==> config.mk <==
export PLATFORM = sky130hd
export DESIGN_NAME = enokida_wb_cache
export DESIGN_NICKNAME = d
export VERILOG_FILES = /design/src/rtl/enokida_wb_cache_pkg.sv /design/src/rtl/enokida_cache_array.sv /design/src/rtl/enokida_wb_cache.sv
export SDC_FILE = /design/constraint.sdc
export NUM_CORES = 2
export LEC_CHECK = 0
export CORE_MARGIN = 5
export CORE_UTILIZATION = 45
export CTS_CLUSTER_DIAMETER = 50
export DETAILED_ROUTE_END_ITERATION = 8
export HOLD_SLACK_MARGIN = 0.05
export SLEW_MARGIN = 10
export SYNTH_ARGS = -nofsm -noshare
export SYNTH_HDL_FRONTEND = slang
export SYNTH_HIERARCHICAL = 1
export SYNTH_SLANG_ARGS = --single-unit
==> constraint.sdc <==
create_clock -name clk -period 8.7 [get_ports clk]
set_input_delay 2.175 -clock clk [delete_from_list [all_inputs] [get_ports clk]]
set_output_delay 2.175 -clock clk [all_outputs]
set_load 0.05 [all_outputs]
==> src/rtl/enokida_wb_cache_pkg.sv <==
// Shared definitions for the enokida write-back cache: FSM state encoding,
// default geometry and the offset-width helper.
package cache_def;

  typedef enum logic [2:0] {
    ST_IDLE       = 3'd0,
    ST_COMPARE    = 3'd1,
    ST_WRITE_BACK = 3'd2,
    ST_ALLOCATE   = 3'd3,
    ST_FLUSH      = 3'd4
  } cache_state_e;

  localparam int DEF_ADDR_WIDTH     = 16;
  localparam int DEF_DATA_WIDTH     = 32;
  localparam int DEF_INDEX_WIDTH    = 4;
  localparam int DEF_WORDS_PER_LINE = 4;

  // Returns 0 for a single-word line, so the offset field can vanish.
  function automatic int offset_width(input int words);
    int w;
    w = 0;
    for (int i = 0; i < 31; i++) begin
      if ((1 << i) < words) w = i + 1;
    end
    return w;
  endfunction

endpackage

==> src/rtl/enokida_cache_array.sv <==
// Tag/valid/dirty storage with asynchronous clear of valid and dirty, plus the
// line data array with word-granular writes and an index/offset read port.
module enokida_cache_array #(
  parameter int TAG_WIDTH      = 10,
  parameter int INDEX_WIDTH    = 4,
  parameter int OFFSET_WIDTH   = 2,
  parameter int BEAT_WIDTH     = 2,
  parameter int WORDS_PER_LINE = 4,
  parameter int DATA_WIDTH     = 32
) (
  input  logic                   clk,
  input  logic                   rst,
  input  logic [INDEX_WIDTH-1:0] index,
  input  logic [BEAT_WIDTH-1:0]  rd_offset,
  output logic [TAG_WIDTH-1:0]   rd_tag,
  output logic                   rd_valid,
  output logic                   rd_dirty,
  output logic [DATA_WIDTH-1:0]  rd_data,
  input  logic                   data_we,
  input  logic [BEAT_WIDTH-1:0]  wr_offset,
  input  logic [DATA_WIDTH-1:0]  wr_data,
  input  logic                   meta_we,
  input  logic [TAG_WIDTH-1:0]   meta_tag,
  input  logic                   meta_valid,
  input  logic                   meta_dirty
);

  localparam int LINES = 1 << INDEX_WIDTH;
  localparam int WORDS = LINES * WORDS_PER_LINE;
  localparam int WA_WIDTH = INDEX_WIDTH + OFFSET_WIDTH;
  localparam logic [BEAT_WIDTH-1:0] OFS_MASK = BEAT_WIDTH'(WORDS_PER_LINE - 1);

  logic [TAG_WIDTH-1:0]  tag_mem  [LINES];
  logic [DATA_WIDTH-1:0] data_mem [WORDS];
  logic [LINES-1:0]      valid_q;
  logic [LINES-1:0]      dirty_q;
  logic [WA_WIDTH-1:0]   rd_wa;
  logic [WA_WIDTH-1:0]   wr_wa;

  // The offset mask collapses to zero when a line holds a single word.
  assign rd_wa = (WA_WIDTH'(index) << OFFSET_WIDTH) | WA_WIDTH'(rd_offset & OFS_MASK);
  assign wr_wa = (WA_WIDTH'(index) << OFFSET_WIDTH) | WA_WIDTH'(wr_offset & OFS_MASK);

  assign rd_tag   = tag_mem[index];
  assign rd_valid = valid_q[index];
  assign rd_dirty = dirty_q[index];
  assign rd_data  = data_mem[rd_wa];

  always_ff @(posedge clk) begin
    if (data_we) data_mem[wr_wa] <= wr_data;
    if (meta_we) tag_mem[index] <= meta_tag;
  end

  always_ff @(posedge clk or posedge rst) begin
    if (rst) begin
      valid_q <= '0;
      dirty_q <= '0;
    end else if (meta_we) begin
      valid_q[index] <= meta_valid;
      dirty_q[index] <= meta_dirty;
    end
  end

endmodule

==> src/rtl/enokida_wb_cache.sv <==
// Direct-mapped write-back cache controller with multi-word lines, burst
// write-back/refill and a whole-cache flush.
module enokida_wb_cache
  import cache_def::*;
#(
  parameter int ADDR_WIDTH     = DEF_ADDR_WIDTH,
  parameter int DATA_WIDTH     = DEF_DATA_WIDTH,
  parameter int INDEX_WIDTH    = DEF_INDEX_WIDTH,
  parameter int WORDS_PER_LINE = DEF_WORDS_PER_LINE
) (
  input  logic                  clk,
  input  logic                  rst,
  input  logic [ADDR_WIDTH-1:0] cpu_req_addr,
  input  logic [DATA_WIDTH-1:0] cpu_req_data,
  input  logic                  cpu_req_rw,
  input  logic                  cpu_req_valid,
  output logic [DATA_WIDTH-1:0] cpu_res_data,
  output logic                  cpu_res_ready,
  output logic                  cpu_res_checked,
  input  logic                  flush,
  output logic                  flush_done,
  output logic [ADDR_WIDTH-1:0] mem_req_addr,
  output logic [DATA_WIDTH-1:0] mem_req_data,
  output logic                  mem_req_rw,
  output logic                  mem_req_valid,
  input  logic [DATA_WIDTH-1:0] mem_data,
  input  logic                  mem_ready,
  output cache_state_e          state_dbg
);

  // Handshakes: a cpu request is held stable with cpu_req_valid until the
  // one-cycle cpu_res_ready pulse; a memory beat completes on a cycle where
  // mem_req_valid && mem_ready, and the next beat is presented the cycle after.

  localparam int OFFSET_WIDTH = offset_width(WORDS_PER_LINE);
  localparam int BEAT_WIDTH   = (OFFSET_WIDTH > 0) ? OFFSET_WIDTH : 1;
  localparam int TAG_WIDTH    = ADDR_WIDTH - INDEX_WIDTH - OFFSET_WIDTH;
  localparam int LINES        = 1 << INDEX_WIDTH;
  localparam logic [BEAT_WIDTH-1:0]  LAST_BEAT  = BEAT_WIDTH'(WORDS_PER_LINE - 1);
  localparam logic [INDEX_WIDTH-1:0] LAST_INDEX = INDEX_WIDTH'(LINES - 1);

  typedef struct packed {
    logic [ADDR_WIDTH-1:0] addr;
    logic [DATA_WIDTH-1:0] data;
    logic                  rw;
  } cpu_req_t;

  cache_state_e            state_q, state_nxt;
  cpu_req_t                req_q;
  logic                    capture;
  logic [BEAT_WIDTH-1:0]   beat_q, beat_nxt;
  logic [INDEX_WIDTH-1:0]  flush_idx_q, flush_idx_nxt;
  logic [DATA_WIDTH-1:0]   res_data_q, res_data_nxt;
  logic                    res_ready_q, res_ready_nxt;
  logic                    flush_done_q, flush_done_nxt;

  logic [TAG_WIDTH-1:0]    req_tag;
  logic [INDEX_WIDTH-1:0]  req_index;
  logic [BEAT_WIDTH-1:0]   req_offset;

  logic [INDEX_WIDTH-1:0]  arr_index;
  logic [BEAT_WIDTH-1:0]   rd_offset;
  logic [TAG_WIDTH-1:0]    rd_tag;
  logic                    rd_valid;
  logic                    rd_dirty;
  logic [DATA_WIDTH-1:0]   rd_data;
  logic                    data_we;
  logic [BEAT_WIDTH-1:0]   wr_offset;
  logic [DATA_WIDTH-1:0]   wr_data;
  logic                    meta_we;
  logic [TAG_WIDTH-1:0]    meta_tag;
  logic                    meta_valid;
  logic                    meta_dirty;
  logic                    line_done;

  function automatic logic [ADDR_WIDTH-1:0] make_addr(
    input logic [TAG_WIDTH-1:0]   tag,
    input logic [INDEX_WIDTH-1:0] idx,
    input logic [BEAT_WIDTH-1:0]  beat
  );
    return (ADDR_WIDTH'(tag) << (INDEX_WIDTH + OFFSET_WIDTH))
         | (ADDR_WIDTH'(idx) << OFFSET_WIDTH)
         | (ADDR_WIDTH'(beat) & ADDR_WIDTH'(WORDS_PER_LINE - 1));
  endfunction

  assign req_tag    = TAG_WIDTH'(req_q.addr >> (INDEX_WIDTH + OFFSET_WIDTH));
  assign req_index  = INDEX_WIDTH'(req_q.addr >> OFFSET_WIDTH);
  assign req_offset = BEAT_WIDTH'(req_q.addr & ADDR_WIDTH'(WORDS_PER_LINE - 1));

  enokida_cache_array #(
    .TAG_WIDTH      (TAG_WIDTH),
    .INDEX_WIDTH    (INDEX_WIDTH),
    .OFFSET_WIDTH   (OFFSET_WIDTH),
    .BEAT_WIDTH     (BEAT_WIDTH),
    .WORDS_PER_LINE (WORDS_PER_LINE),
    .DATA_WIDTH     (DATA_WIDTH)
  ) u_array (
    .clk        (clk),
    .rst        (rst),
    .index      (arr_index),
    .rd_offset  (rd_offset),
    .rd_tag     (rd_tag),
    .rd_valid   (rd_valid),
    .rd_dirty   (rd_dirty),
    .rd_data    (rd_data),
    .data_we    (data_we),
    .wr_offset  (wr_offset),
    .wr_data    (wr_data),
    .meta_we    (meta_we),
    .meta_tag   (meta_tag),
    .meta_valid (meta_valid),
    .meta_dirty (meta_dirty)
  );

  always_ff @(posedge clk or posedge rst) begin
    if (rst) begin
      state_q      <= ST_IDLE;
      req_q        <= '0;
      beat_q       <= '0;
      flush_idx_q  <= '0;
      res_data_q   <= '0;
      res_ready_q  <= 1'b0;
      flush_done_q <= 1'b0;
    end else begin
      state_q      <= state_nxt;
      beat_q       <= beat_nxt;
      flush_idx_q  <= flush_idx_nxt;
      res_data_q   <= res_data_nxt;
      res_ready_q  <= res_ready_nxt;
      flush_done_q <= flush_done_nxt;
      if (capture) req_q <= '{addr: cpu_req_addr, data: cpu_req_data, rw: cpu_req_rw};
    end
  end

  always_comb begin
    state_nxt      = state_q;
    beat_nxt       = beat_q;
    flush_idx_nxt  = flush_idx_q;
    res_data_nxt   = res_data_q;
    res_ready_nxt  = 1'b0;
    flush_done_nxt = 1'b0;
    capture        = 1'b0;
    arr_index      = req_index;
    rd_offset      = req_offset;
    data_we        = 1'b0;
    wr_offset      = req_offset;
    wr_data        = req_q.data;
    meta_we        = 1'b0;
    meta_tag       = req_tag;
    meta_valid     = 1'b0;
    meta_dirty     = 1'b0;
    line_done      = 1'b0;
    mem_req_valid  = 1'b0;
    mem_req_rw     = 1'b0;
    mem_req_addr   = '0;
    mem_req_data   = '0;

    case (state_q)
      ST_IDLE: begin
        if (flush) begin
          state_nxt     = ST_FLUSH;
          flush_idx_nxt = '0;
          beat_nxt      = '0;
        end else if (cpu_req_valid && !res_ready_q) begin
          // The request is still asserted during its own result cycle.
          state_nxt = ST_COMPARE;
          capture   = 1'b1;
        end
      end

      ST_COMPARE: begin
        if (rd_valid && (rd_tag == req_tag)) begin
          res_ready_nxt = 1'b1;
          state_nxt     = ST_IDLE;
          if (req_q.rw) begin
            data_we      = 1'b1;
            meta_we      = 1'b1;
            meta_valid   = 1'b1;
            meta_dirty   = 1'b1;
            res_data_nxt = req_q.data;
          end else begin
            res_data_nxt = rd_data;
          end
        end else begin
          beat_nxt  = '0;
          state_nxt = (rd_valid && rd_dirty) ? ST_WRITE_BACK : ST_ALLOCATE;
        end
      end

      ST_WRITE_BACK: begin
        rd_offset     = beat_q;
        mem_req_valid = 1'b1;
        mem_req_rw    = 1'b1;
        mem_req_addr  = make_addr(rd_tag, req_index, beat_q);
        mem_req_data  = rd_data;
        if (mem_ready) begin
          if (beat_q == LAST_BEAT) begin
            beat_nxt  = '0;
            state_nxt = ST_ALLOCATE;
          end else begin
            beat_nxt = beat_q + 1'b1;
          end
        end
      end

      ST_ALLOCATE: begin
        mem_req_valid = 1'b1;
        mem_req_addr  = make_addr(req_tag, req_index, beat_q);
        if (mem_ready) begin
          data_we   = 1'b1;
          wr_offset = beat_q;
          wr_data   = mem_data;
          if (beat_q == LAST_BEAT) begin
            // Tag and valid are only committed once the whole line is in.
            meta_we    = 1'b1;
            meta_valid = 1'b1;
            beat_nxt   = '0;
            state_nxt  = ST_COMPARE;
          end else begin
            beat_nxt = beat_q + 1'b1;
          end
        end
      end

      ST_FLUSH: begin
        arr_index = flush_idx_q;
        rd_offset = beat_q;
        if (rd_valid && rd_dirty) begin
          mem_req_valid = 1'b1;
          mem_req_rw    = 1'b1;
          mem_req_addr  = make_addr(rd_tag, flush_idx_q, beat_q);
          mem_req_data  = rd_data;
          if (mem_ready) begin
            line_done = (beat_q == LAST_BEAT);
            beat_nxt  = line_done ? '0 : beat_q + 1'b1;
          end
        end else begin
          line_done = 1'b1;
        end
        if (line_done) begin
          meta_we  = 1'b1;
          meta_tag = rd_tag;
          if (flush_idx_q == LAST_INDEX) begin
            flush_done_nxt = 1'b1;
            state_nxt      = ST_IDLE;
          end else begin
            flush_idx_nxt = flush_idx_q + 1'b1;
          end
        end
      end

      default: state_nxt = ST_IDLE;
    endcase
  end

  assign cpu_res_data    = res_data_q;
  assign cpu_res_ready   = res_ready_q;
  assign cpu_res_checked = res_ready_q;
  assign flush_done      = flush_done_q;
  assign state_dbg       = state_q;

endmodule

# After elaboration in Yosys (flattened, before gate mapping)
# Memories as Yosys holds them, arrays and structs flattened.
# Index checks and enable logic that the tools add are counted.
[totals] latch_bits=0 n_memories=2 output_inout_bits=88 ramBits=2208 ff_bits=124 wordCells=127 inputBits=86 mem_bits_ro=0
[memory_table] memory="u_array.data_mem" depth=64 word_bits=32 rd=1 rd_ports_with_merged_regs=0 write_ports=1 line_no="enokida_cache_array.sv:34" text="logic [DATA_WIDTH-1:0] data_mem [WORDS];"
[memory_table] memory="u_array.tag_mem" depth=16 word_bits=10 rd=1 rd_ports_with_merged_regs=0 write_ports=1 line_no="enokida_cache_array.sv:33" text="logic [TAG_WIDTH-1:0] tag_mem [LINES];"
[classes] shifts=0 order_cmp=2 add_sub_neg=2 mul=0 n_bitwise=8 div=0 n_reduce_logical=14 n_eq_ne=18 muxes=70
[ops] cell="32-bit 2-to-1 mux" n=4
[ops] cell="32-bit case mux with 2 select lines" n=1
[ops] cell="16-bit by 2-bit OR with 16-bit output" n=3
[ops] cell="16-bit by 6-bit OR with 16-bit output" n=3
[ops] cell="16-bit case mux with 3 select lines" n=1
[ops] cell="16-bit bitwise mux" n=2
[ops] cell="1-bit 2-to-1 mux" n=27
[ops] cell="3-bit 2-to-1 mux" n=8
[ops] cell="10-bit 2-to-1 mux" n=2
[ops] cell="2-bit != test (second input constant)" n=10
[ops] cell="2-bit 2-to-1 mux" n=9
[ops] cell="16-bit 2-to-1 mux" n=1
[ops] cell="4-bit 2-to-1 mux" n=4
[ops] cell="3-bit case mux with 5 select lines" n=1
[ops] cell="6-bit by 2-bit OR with 6-bit output" n=2
[ops] cell="10-bit == test" n=1
[ops] cell="1-bit binary-select mux with 4-bit select" n=2
[ops] cell="1-bit case mux with 2 select lines" n=4
[ops] cell="2-bit case mux with 4 select lines" n=1
[ops] cell="4-bit case mux with 2 select lines" n=1
[ops] cell="4-bit AND reduction" n=2
[ops] cell="7-bit AND reduction" n=1
[ops] cell="3-bit by 2-bit == test with 1-bit output (second input constant)" n=2
[ops] cell="4-bit by 5-bit less-than comparator with 1-bit output (second input constant)" n=1
[ops] cell="17 further kinds" n=21

# Longest topological paths before layout
[depth] ltp_word=11 mapped_depth=17 depth_no_buf=12

# By module
# Netlist, hierarchy kept.
[modules_own_cells] mod="enokida_cache_array" seq_area_each_um2=67104.4 instances=1 cells_per_inst=3589 area_each_um2=84623.7
[modules_own_cells] mod="enokida_wb_cache" seq_area_each_um2=2302.2 instances=1 cells_per_inst=436 area_each_um2=5477.8

# Least setup slack after synthesis
# No wires, ideal clock.
[synth_path] path_kind="register to register" startpoint="register state_q[2], in the netlist state_dbg[2]" endpoint="memory u_array.data_mem[13][0] (enable)" path_stages_with_launch=17 n_path_buf=4 setup_time_ns=0.421 arrival_ns=6.069 path_slack_ns=2.210 cell_sequence="dfrtp_1 -> buf_4 -> nor3b_4 -> nand2_1 -> nand2_1 -> clkbuf_1 -> buf_2 -> buf_2 -> mux4_2 -> mux4_2 -> xnor2_1 -> and4_4 -> nand4_1 -> o21ai_0 -> nor2b_1 -> nand3_1 -> nor2_1"
[synth_via] elab_chain_cells=9 elab_cells_between_ends=15 cone_classes="eq/ne (4); mux (8); bitwise (1); reduce/logical (1); memory (1)"
[synth_lines] item="from (decl)" line_no="enokida_wb_cache.sv:48" text="cache_state_e state_q, state_nxt;"
[synth_lines] item="from (signal assigned)" line_no="enokida_wb_cache.sv:125" text="state_q <= state_nxt;"
[synth_lines] item="3-bit == test" line_no="enokida_wb_cache.sv:158" text="case (state_q)"
[synth_lines] item="4-bit 2-to-1 mux" line_no="enokida_wb_cache.sv:158"
[synth_lines] item="net arr_index[0]" line_no="enokida_wb_cache.sv:61" text="logic [INDEX_WIDTH-1:0] arr_index;"
[synth_lines] item="memory read 16 x 10 bit"
[synth_lines] item="net rd_tag[9]" line_no="enokida_wb_cache.sv:63" text="logic [TAG_WIDTH-1:0] rd_tag;"
[synth_lines] item="10-bit == test" line_no="enokida_wb_cache.sv:172" text="if (rd_valid && (rd_tag == req_tag)) begin"
[synth_lines] item="1-bit logical AND" line_no="enokida_wb_cache.sv:172"
[synth_lines] item="1-bit 2-to-1 mux" line_no="enokida_wb_cache.sv:172"
[synth_lines] item="1-bit case mux with 2 select lines" line_no="enokida_wb_cache.sv:158"
[synth_lines] item="net data_we" line_no="enokida_wb_cache.sv:67" text="logic data_we;"
[synth_lines] item="1-bit 2-to-1 mux" line_no="enokida_cache_array.sv:50" text="if (data_we) data_mem[wr_wa] <= wr_data;"
[synth_lines] item="1-bit 2-to-1 mux (implied by the code)" line_no="enokida_cache_array.sv:50"
[synth_lines] item="to (decl)" line_no="enokida_cache_array.sv:34"
# The timed path passes the listed nets, and every way through them passes these cells. The select of a mux whose other input is x is not followed.

# Worst setup path after layout
[layout_path] startpoint="register state_q[2], in the netlist state_dbg[2]" endpoint="output port mem_req_data[14]"
[layout_via] elab_cells_between_ends=14 cone_classes="eq/ne (2); mux (8); bitwise (1); reduce/logical (2); memory (1)"
[layout_lines] item="3-bit == test (*)" line_no="enokida_wb_cache.sv:158"
[layout_lines] item="4-bit 2-to-1 mux (*)" line_no="enokida_wb_cache.sv:158"
[layout_lines] item="net arr_index[0]" line_no="enokida_wb_cache.sv:61"
[layout_lines] item="6-bit by 2-bit OR with 6-bit output (*)" line_no="enokida_cache_array.sv:41" text="assign rd_wa = (WA_WIDTH'(index) << OFFSET_WIDTH) | WA_WIDTH'(rd_offset & OFS_MASK);"
[layout_lines] item="memory read 64 x 32 bit (*)"
[layout_lines] item="net rd_data[14]" line_no="enokida_wb_cache.sv:66" text="logic [DATA_WIDTH-1:0] rd_data;"
[layout_lines] item="32-bit 2-to-1 mux" line_no="enokida_wb_cache.sv:228" text="if (rd_valid && rd_dirty) begin"
[layout_lines] item="32-bit case mux with 2 select lines (*)" line_no="enokida_wb_cache.sv:158"
[layout_lines] item="to (decl)" line_no="enokida_wb_cache.sv:23" text="output logic [DATA_WIDTH-1:0] mem_req_data,"
# Mark *: on every way through the listed nets, which the timed path passes. The rest lies on a longest branch. The select of a mux whose other input is x is not followed.

==> impl_metrics.ini <==
[critical_path]
crit_cells = 10
critPathTopFamily = simple AND/OR/NAND/NOR gates
cp.arrival_ns = 6.13
start_kind = flop
max_stage_delay_ns = 0.82
crit-reg2reg-launch = state_dbg[2]$_DFFE_PP0P_
cp_cell_sequence = nor3b_4 > nand2_1 > nand2_4 > nor2b_4 > buf_4 > a22oi_1 > a21oi_1 > or4_1 > and2_1 > clkdlybuf4s50_1
crit_fanout = 45
r2r_cells = 14
worstSetupPathType = flop to primary output
r2r_end = u_array/data_mem[25][12]$_DFFE_PP_
r2r_setup_slack_ns = 0.78
required_ns = 6.53
crit_path_top_delay_cell = clkdlybuf4s50_1
crit_buf_inv = 2
endpoint_kind = primary output

[place]
globalplace.congestion = 0.843
placed_cell_area_um2 = 96400
port_buffers = 173
dp_hpwl_um = 141000

[floorplan]
ios = 174
rows = 164
die_w_um = 457
die_y_um = 457
initial_core_util = 0.452
coreArea_um2 = 199000
die_area_um2 = 209000

[cts]
clock-sinks = 2332
cts-root-buf = clkbuf_16
cts.repair.resized = 0
cts_tree = done
postCtsSetupRepairBufs = 0
clock_path_buffers = 3
insertion_delay_ns = 0.87
cts_hold_repair.buffers = 0
htree_levels = 4
cts_buffers = 240
path_clk_slew_ns = 0.06

[synthesis]
yosys-top-cells-area = edfxtp_1, mux4_2, dfrtp_1
synthTopCellsByCount = edfxtp_1, mux4_2, a22oi_1
synth.net_count = 4113
syn_area_per_cell_um2 = 22.4
ys_seq_area_frac = 0.770
synthArstFlopShare = 0.0532
syn-cell-area_um2 = 90100
yosysMostFrequentCell = edfxtp_1
synth_flop_cell = edfxtp_1
yosysTopAreaCellShare = 0.736
ys_ff_latch = 2332
ys_warn_count = 6
synth_edf_count = 2208
synth_cell_types = 52
yosysTopAreaCell = edfxtp_1
syn_inst = 4025

[power_and_ir_drop]
p_comb_frac = 0.390
power_switching_mw = 14.3
powerDensity_nw_per_um2 = 387
irDropWorstVdd_mv = 0.329
p_leak_nw = 32.7
intPower_mw = 26.0
fin_total_pwr_mw = 40.3
p_sw_frac = 0.355
pwr-share-clk = 0.247
p_seq_frac = 0.363

[layout]
stdcell_area_um2 = 104000
final_util = 0.522
drive_above_1_share = 0.301
fin_nets = 4488
area_growth_pct = 15.5
nFillCells = 15499

[drt]
vias = 43589
firstDrtPassIters = 5
vias_per_cell = 6.00
drtIter0Drc = 4651
postRouteAntennaNets = 0
drc = 0
wire_per_inst_um = 32.0
drt-total-wl_um = 233000

[sta]
tns_ns = 0
rsz0062_at_grt = false
max-slew-margin-rel = 0.150
hold_viol_final = 0
setup_viol = 0
min_period_ns = 8.30
fin_skew_ns = 0.0704
worstMarginPinSlew_ns = 1.28
fin_crit_sh = 0.954
slew_violations = 0
worst_hold_slack_ns = 0.499
fmax_ghz = 0.120

[outcome]
outcome = complete, no violations

[global_routing]
grt_pass1_vias = 45260
grt_util_all_layers = 0.220
grt_pass1_wl_um = 333000
grt_overflow = 0
antenna_found_initial = 20
grt_max_degree = 73

[hold_path]
min_from = cpu_res_data[30]$_DFFE_PP0P_
worstHoldEndpoint = cpu_res_data[30]$_DFFE_PP0P_
min_path_cells = 1
hp-class = flop to flop

[run]
cap_violations = 0
power by group through the flow:
| stage | sequential [mW] | clock, mW | combinational (mW) |
|---|---|---|---|
| floorplan | 14.8 | 0 | 9.83 |
| global placement | 14.9 | 0 | 15.6 |
| detailed placement | 14.9 | 0 | 15.8 |
| CTS | 14.6 | 10.1 | 15.8 |
| global route | 14.7 | 10.6 | 16.6 |
| finish | 14.6 | 9.93 | 15.7 |
layer usage:
metal,vias up,GRT usage,share of wire
met5,-,0,0.00012
met4,4,0.100,0.051
met3,392,0.0508,0.074
met2,1582,0.351,0.48
met1,23695,0.292,0.39
li1,17916,-,-
kinds of logic after synthesis:
group | count (synthesis) | share of synthesized area
muxes | 763 | 0.168
AOI/OAI and AO/OA | 422 | 0.0316
xor gates and xnor gates | 10 | 0.000972
and+or+nand+nor | 252 | 0.0153
adders and majority gates | 2 | 0.000278
buffers and inverters | 244 | 0.0132
DFF | 2332 | 0.770
how the worst max path moves through the flow:
stage	end	slack [ns]	startpoint
floorplan	u_array/data_mem[13][0]$_DFFE_PP_	2.21	state_dbg[2]$_DFFE_PP0P_
global placement	u_array/data_mem[25][1]$_DFFE_PP_	1.03	state_dbg[2]$_DFFE_PP0P_
detailed placement	u_array/data_mem[25][3]$_DFFE_PP_	0.84	state_dbg[2]$_DFFE_PP0P_
CTS	mem_req_data[24]	0.16	state_dbg[2]$_DFFE_PP0P_
global route	mem_req_data[14]	0.007	state_dbg[1]$_DFFE_PP0P_
finish	mem_req_data[14]	0.40	state_dbg[2]$_DFFE_PP0P_
cells in the final DEF (no fill, tap or decap), types with 14 or more instances in the layout:
cell	instances
dfrtp_1	123
clkinv_2	30
clkdlybuf4s50_1	161
bufinv_16	15
nor2_4	65
clkinv_1	57
inv_6	16
edfxtp_1	2208
mux2_4	39
mux2_2	127
mux2_1	23
mux4_2	572
and2_1	39
or4_1	34
clkbuf_16	243
nand2_1	26
buf_4	179
clkbuf_1	53
buf_12	28
a22oi_1	257
a21oi_1	130
a22o_1	14
flip-flops by register name (all words and copies together) (netlist names):
| name | flops |
|---|---|
| req_q | 43 |
| req_index | 4 |
| state_dbg | 3 |
| beat_q | 2 |
| req_offset | 2 |
| u_array/data_mem | 2048 |
| u_array/dirty_q | 16 |
| u_array/valid_q | 16 |
| flush_done | 1 |
| cpu_res_checked | 1 |
| cpu_res_data | 32 |
| u_array/tag_mem | 160 |
| flush_idx_q | 4 |
cell type report:
cell class              instances  area [um2]  share of cell area
well taps                    2656        3320              0.0319
multi-input cells            1451       20100               0.193
clock buffers                 300        6330              0.0609
repair buffers                368        3520              0.0338
clock inverters               148        1330              0.0127
flip-flops and latches       2332       69400               0.667
diodes                          8        20.0            0.000192
inverters                       7        28.8            0.000277
through the flow:
step	worst slack, ns	cells
5_1_grt	0.00693	7263
2_1_floorplan	2.21	4025
4_1_cts	0.165	7260
3_3_place_gp	1.03	6812
3_5_place_dp	0.844	6812
6_report	0.399	7270
(Power assumes the default switching activity.)
